<file path="config.mk">
export PLATFORM = sky130hd
export DESIGN_NAME = rom_dump_sequencer
export DESIGN_NICKNAME = d
export VERILOG_FILES = /design/src/rtl/rom_dump_sequencer.sv
export SDC_FILE = /design/constraint.sdc
export NUM_CORES = 1
export LEC_CHECK = 0
export ABC_AREA = 1
export BUFFER_PORTS_ARGS = -buffer_cell sky130_fd_sc_hd__buf_4
export CORE_ASPECT_RATIO = 0.75
export CORE_UTILIZATION = 50
export DETAILED_ROUTE_END_ITERATION = 7
export GPL_TIMING_DRIVEN = 0
export PLACE_DENSITY = 0.75
export SETUP_SLACK_MARGIN = 0.1
export SYNTH_ARGS = -nofsm -noshare
export SYNTH_HDL_FRONTEND = slang
export SYNTH_SLANG_ARGS = --single-unit
</file>
<file path="constraint.sdc">
create_clock -name clk -period 2.3 [get_ports clk]
set_clock_uncertainty 0.1 [all_clocks]
set_input_delay 0.345 -clock clk [delete_from_list [all_inputs] [get_ports clk]]
set_output_delay 0.345 -clock clk [all_outputs]
set_load 0.05 [all_outputs]
</file>
<file path="src/rtl/rom_dump_sequencer.sv">
// Whole-chip PROM dump engine: sweeps every address, waits for the bus to settle,
// samples the data lines and streams one byte per address plus a trailing checksum.
//
// state       | meaning
// ------------+-----------------------------------------------------------
// ST_IDLE     | chip deselected, waiting for start
// ST_SETTLE   | address/selects driven, counting settle cycles
// ST_SAMPLE   | capture data bus into tx_data, accumulate checksum
// ST_SEND     | hold data byte until the transmitter accepts it
// ST_CHECKSUM | hold checksum byte until the transmitter accepts it
// ST_FINISH   | one-cycle done pulse, then back to idle
module rom_dump_sequencer #(
    parameter int DATA_WIDTH    = 8,
    parameter int ADDRESS_WIDTH = 9,
    parameter int SELECT_WIDTH  = 4,
    parameter int SETTLE_CYCLES = 16
) (
    input  logic                     clk,
    input  logic                     reset,
    input  logic                     start,
    input  logic                     abort,
    input  logic [DATA_WIDTH-1:0]    data_line_in,
    output logic [ADDRESS_WIDTH-1:0] address_line,
    output logic [SELECT_WIDTH-1:0]  operation,
    output logic [7:0]               tx_data,
    output logic                     tx_valid,
    input  logic                     tx_ready,
    output logic                     busy,
    output logic                     done
);

    localparam int CNT_W = (SETTLE_CYCLES > 1) ? $clog2(SETTLE_CYCLES) : 1;
    localparam logic [CNT_W-1:0] SETTLE_LAST = CNT_W'(SETTLE_CYCLES - 1);

    typedef enum logic [2:0] {
        ST_IDLE,
        ST_SETTLE,
        ST_SAMPLE,
        ST_SEND,
        ST_CHECKSUM,
        ST_FINISH
    } state_t;

    state_t                   state, state_nxt;
    logic [CNT_W-1:0]         counter, counter_nxt;
    logic [7:0]               checksum, checksum_nxt;
    logic [ADDRESS_WIDTH-1:0] address_nxt;
    logic [SELECT_WIDTH-1:0]  operation_nxt;
    logic [7:0]               tx_data_nxt;
    logic                     tx_valid_nxt;
    logic [7:0]               sample_byte;
    logic                     handshake;
    logic                     last_address;

    assign sample_byte  = 8'(data_line_in);
    assign handshake    = tx_valid && tx_ready;
    assign last_address = (address_line == '1);

    always_ff @(posedge clk) begin
        if (reset) begin
            state        <= ST_IDLE;
            counter      <= '0;
            checksum     <= '0;
            address_line <= '0;
            operation    <= '1;
            tx_data      <= '0;
            tx_valid     <= 1'b0;
            busy         <= 1'b0;
            done         <= 1'b0;
        end else begin
            state        <= state_nxt;
            counter      <= counter_nxt;
            checksum     <= checksum_nxt;
            address_line <= address_nxt;
            operation    <= operation_nxt;
            tx_data      <= tx_data_nxt;
            tx_valid     <= tx_valid_nxt;
            busy         <= (state_nxt != ST_IDLE);
            done         <= (state_nxt == ST_FINISH);
        end
    end

    always_comb begin
        state_nxt     = state;
        counter_nxt   = counter;
        checksum_nxt  = checksum;
        address_nxt   = address_line;
        operation_nxt = operation;
        tx_data_nxt   = tx_data;
        tx_valid_nxt  = tx_valid;

        case (state)
            ST_IDLE: begin
                if (start && !abort) begin
                    state_nxt     = ST_SETTLE;
                    address_nxt   = '0;
                    operation_nxt = '0;
                    checksum_nxt  = '0;
                    counter_nxt   = '0;
                end
            end
            ST_SETTLE: begin
                if (counter == SETTLE_LAST) begin
                    state_nxt = ST_SAMPLE;
                end else begin
                    counter_nxt = counter + CNT_W'(1);
                end
            end
            ST_SAMPLE: begin
                tx_data_nxt  = sample_byte;
                checksum_nxt = checksum + sample_byte;
                tx_valid_nxt = 1'b1;
                state_nxt    = ST_SEND;
            end
            ST_SEND: begin
                if (handshake) begin
                    tx_valid_nxt = 1'b0;
                    if (last_address) begin
                        // checksum already includes the byte just accepted
                        state_nxt    = ST_CHECKSUM;
                        tx_data_nxt  = checksum;
                        tx_valid_nxt = 1'b1;
                    end else begin
                        address_nxt = address_line + ADDRESS_WIDTH'(1);
                        counter_nxt = '0;
                        state_nxt   = ST_SETTLE;
                    end
                end
            end
            ST_CHECKSUM: begin
                if (handshake) begin
                    operation_nxt = '1;
                    tx_valid_nxt  = 1'b0;
                    state_nxt     = ST_FINISH;
                end
            end
            ST_FINISH: begin
                state_nxt   = ST_IDLE;
                address_nxt = '0;
                tx_data_nxt = '0;
            end
            default: begin
                state_nxt = ST_IDLE;
            end
        endcase

        if (abort && state != ST_IDLE) begin
            state_nxt     = ST_IDLE;
            tx_valid_nxt  = 1'b0;
            tx_data_nxt   = '0;
            operation_nxt = '1;
            address_nxt   = '0;
        end
    end

endmodule

</file>
==> out/results.ini <==
[floorplanning]
placementRows = 20
floorplan.initialDensity_pct = 52.9
design.core.area_mm2 = 0.00413
floorplan.die.width_um = 78.3
design.portCount = 37
die-area_mm2 = 0.00464
die_height_um = 59.3

[synth]
synth_area_per_cell_um2 = 6.79
synth_largest_area_cell = sky130_fd_sc_hd__dfxtp_1
post_synth_arst_share_pct = 0
number_of_synthesized_flops_with_an_enable_pin = 0
post_synth_most_frequent_cells = sky130_fd_sc_hd__nand2_1, sky130_fd_sc_hd__a21oi_1, sky130_fd_sc_hd__dfxtp_1, sky130_fd_sc_hd__inv_1, sky130_fd_sc_hd__nor2_1
count_leader_synth = sky130_fd_sc_hd__nand2_1
yosysTopAreaCellShare_pct = 33.0
postSynthCellCount = 322
synthesis.area_mm2 = 0.00219
synth_ff_type = sky130_fd_sc_hd__dfxtp_1
yosys_register_bits = 36
synth_cell_type_count = 33
synth_seq_area_share_pct = 33.0
postSynthNetCount = 347
netlist_top_cells_area = sky130_fd_sc_hd__dfxtp_1, sky130_fd_sc_hd__nand2_1, sky130_fd_sc_hd__a21oi_1, sky130_fd_sc_hd__nand3_1, sky130_fd_sc_hd__ha_1
synth.yosys.warnings = 0

[clocking]
clock_tree.buffer_depth = 2
clock-root-buffer = sky130_fd_sc_hd__clkbuf_8
cts.sink_count = 36
clk-insertion-delay-late_ps = 290
path_clk_slew_ps = 80
cts-htree-levels = 2
holdBufCountCts = 0
cts-buffers-inserted = 5
tritoncts_clock_tree = done

[critical_path]
critical_path.startpoint = address_line[0]$_SDFFE_PP0P_
worst_r2r_startpoint = address_line[0]$_SDFFE_PP0P_
setup.worst_path.class = flop to flop
worstSetupEndpointType = flop
worst-path-max-fanout = 4
cp-start-kind = flop
cp_data_arrival_time_ps = 2250
worstReg2RegEnd = tx_data[7]$_SDFFE_PP0P_
critical_path_required_ps = 2390
rrSetupSlack_ps = 140
endpoint = tx_data[7]$_SDFFE_PP0P_
ff2ff_path_depth = 12

[power_and_ir_drop]
pwr_density_cell_mw_per_mm2 = 464
design_power_total_mw = 1.26
irDropWorstVdd_mv = 0.305
leakage_power_nw = 1.33

[timing]
tightestPinTransition_ps = 533
fmaxAchievable_mhz = 463
rsz_0062_raised_after_global_routing = true
slew_headroom_pct = 64.5
finalWorstPathRequiredPeriod_ps = 2160
final-max-slew-violation-count = 0
min_period_over_period_pct = 93.9
tns_ps = 0
hold_viol_final = 0
setup_viol_count_final = 0

[layout]
finish.utilization_pct = 65.8
layout-drive-gt1-share_pct = 25.1
final_area_mm2 = 0.00272
layout-area-overhead-vs-synth_pct = 24.2
finalNetCount = 395
antenna_cells = 0

[drt]
via_count = 2281
wire_per_inst_um = 13.0
postRouteWirelength_mm = 5.53
firstDrtPassIters = 4
drt_iter0_markers = 184
drc = 0
via_per_inst = 5.35
antenna_left = 0

[grt]
grt_antenna_before_repair = 0
overflow = 0
pin_count_of_the_biggest_net_entering_global_routing = 12
grt_pass1_wl_mm = 8.89
first_global_vias = 1947
overall_routing_resource_usage_pct = 25.0

[outcome]
status = finished clean

[placement]
postPlaceCellArea_mm2 = 0.00254
io_buffer_count = 36
global_placer_s_final_weighted_congestion = 0.895
dp.final_hpwl_mm = 3.95

[hold_path]
timing.hold.worst.class = input pin to flop

[run]
number_of_max_capacitance_violations_reported = 0

==> cell type report <==
cell class / instances / area [um2]
clock inverter: 1 / 5.00
sequential: 36 / 733
inverter: 39 / 154
multi-input combinational: 241 / 1320
fill: 380 / 1410
tap: 55 / 68.8
clock buffer: 7 / 76.3
timing repair buffer: 40 / 300
buffer: 7 / 53.8
==> kinds of logic (layout without fill, tap and decap cells) <==
kind of cell | Yosys count | count (layout) | share of synthesized area, %
flip-flops | 36 | 36 | 33.0
adder cells (fa/ha/maj) | 12 | 12 | 7.21
AO/OA/AOI/OAI | 58 | 58 | 14.3
buffers and inverters | 46 | 94 | 9.27
XOR/XNOR | 4 | 4 | 1.60
AND/OR/NAND/NOR | 166 | 167 | 34.7
==> worst max-delay path, stage by stage (launching register included) <==
cell and delay [ps]:
sky130_fd_sc_hd__dfxtp_4 370, sky130_fd_sc_hd__ha_4 150, sky130_fd_sc_hd__nand2_2 80, sky130_fd_sc_hd__nor3_4 240
sky130_fd_sc_hd__nand2_1 90, sky130_fd_sc_hd__nor2_2 150, sky130_fd_sc_hd__ha_2 200, sky130_fd_sc_hd__nor2_1 50
sky130_fd_sc_hd__o21ai_2 200, sky130_fd_sc_hd__buf_4 160, sky130_fd_sc_hd__nand2_4 80, sky130_fd_sc_hd__a21oi_2 120
sky130_fd_sc_hd__a21oi_1 70
==> repair_timing <==
action,4_1_cts,5_1_grt
buffers inserted,1,3
cloned,0,1
pin swaps,2,5
gates resized for setup,3,15
setup endpoints to repair,8,19
hold endpoints to repair,0,0
==> cell usage in the layout, fill, tap and decap left out, types with 4 or more instances in the layout <==
master / instances
sky130_fd_sc_hd__inv_2: 5
sky130_fd_sc_hd__nor2_1: 28
sky130_fd_sc_hd__a21oi_2: 5
sky130_fd_sc_hd__clkbuf_8: 5
sky130_fd_sc_hd__nand2_2: 4
sky130_fd_sc_hd__nand3_1: 28
sky130_fd_sc_hd__inv_1: 32
sky130_fd_sc_hd__nand4_1: 4
sky130_fd_sc_hd__nand2_1: 86
sky130_fd_sc_hd__nand2_4: 5
sky130_fd_sc_hd__buf_4: 43
sky130_fd_sc_hd__o21ai_1: 4
sky130_fd_sc_hd__dfxtp_2: 4
sky130_fd_sc_hd__a21oi_1: 35
sky130_fd_sc_hd__ha_1: 9
sky130_fd_sc_hd__o21ai_0: 9
sky130_fd_sc_hd__dfxtp_1: 30
==> sequential cells by signal (all words and copies together) (netlist names) <==
register / cells
checksum: 8
state: 3
counter: 4
busy: 1
address_line: 9
tx_valid: 1
tx_data: 8
operation: 1
done: 1
==> per-stage QoR <==
step	instances	hold WS (ps)	setup slack, ps
after floorplan	322	314	138
after global placement	413	369	1.80
after detailed placement	413	373	-48.8
after CTS	422	150	147
after global routing	426	163	45.2
final	426	161	140
==> layer usage <==
layer,up-vias,global-route usage (%),wire [um],share of wire (%)
met5,-,0,0,0
met4,0,8.73,65,1.2
met3,6,5.23,341,6.2
met2,83,39.6,2360,43
met1,1040,34.1,2760,50
li1,1152,-,-,-
==> power by group <==
| group | switching [mW] | internal, mW | total, mW |
|---|---|---|---|
| Clock | 0.224 | 0.213 | 0.436 |
| Sequential | 0.0126 | 0.632 | 0.644 |
| Combinational | 0.115 | 0.0649 | 0.180 |
==> worst min path at each step <==
stage	start	end	slack [ps]	cells past startpoint
6_report	reset	checksum[0]$_SDFFE_PP0P_	160	2
5_1_grt	reset	checksum[0]$_SDFFE_PP0P_	160	2
4_1_cts	reset	checksum[0]$_SDFFE_PP0P_	150	2
3_5_place_dp	checksum[0]$_SDFFE_PP0P_	checksum[0]$_SDFFE_PP0P_	370	2
3_3_place_gp	checksum[0]$_SDFFE_PP0P_	checksum[0]$_SDFFE_PP0P_	370	2
2_1_floorplan	reset	checksum[0]$_SDFFE_PP0P_	310	1
Note: power is estimated with default switching activity, not from simulation.
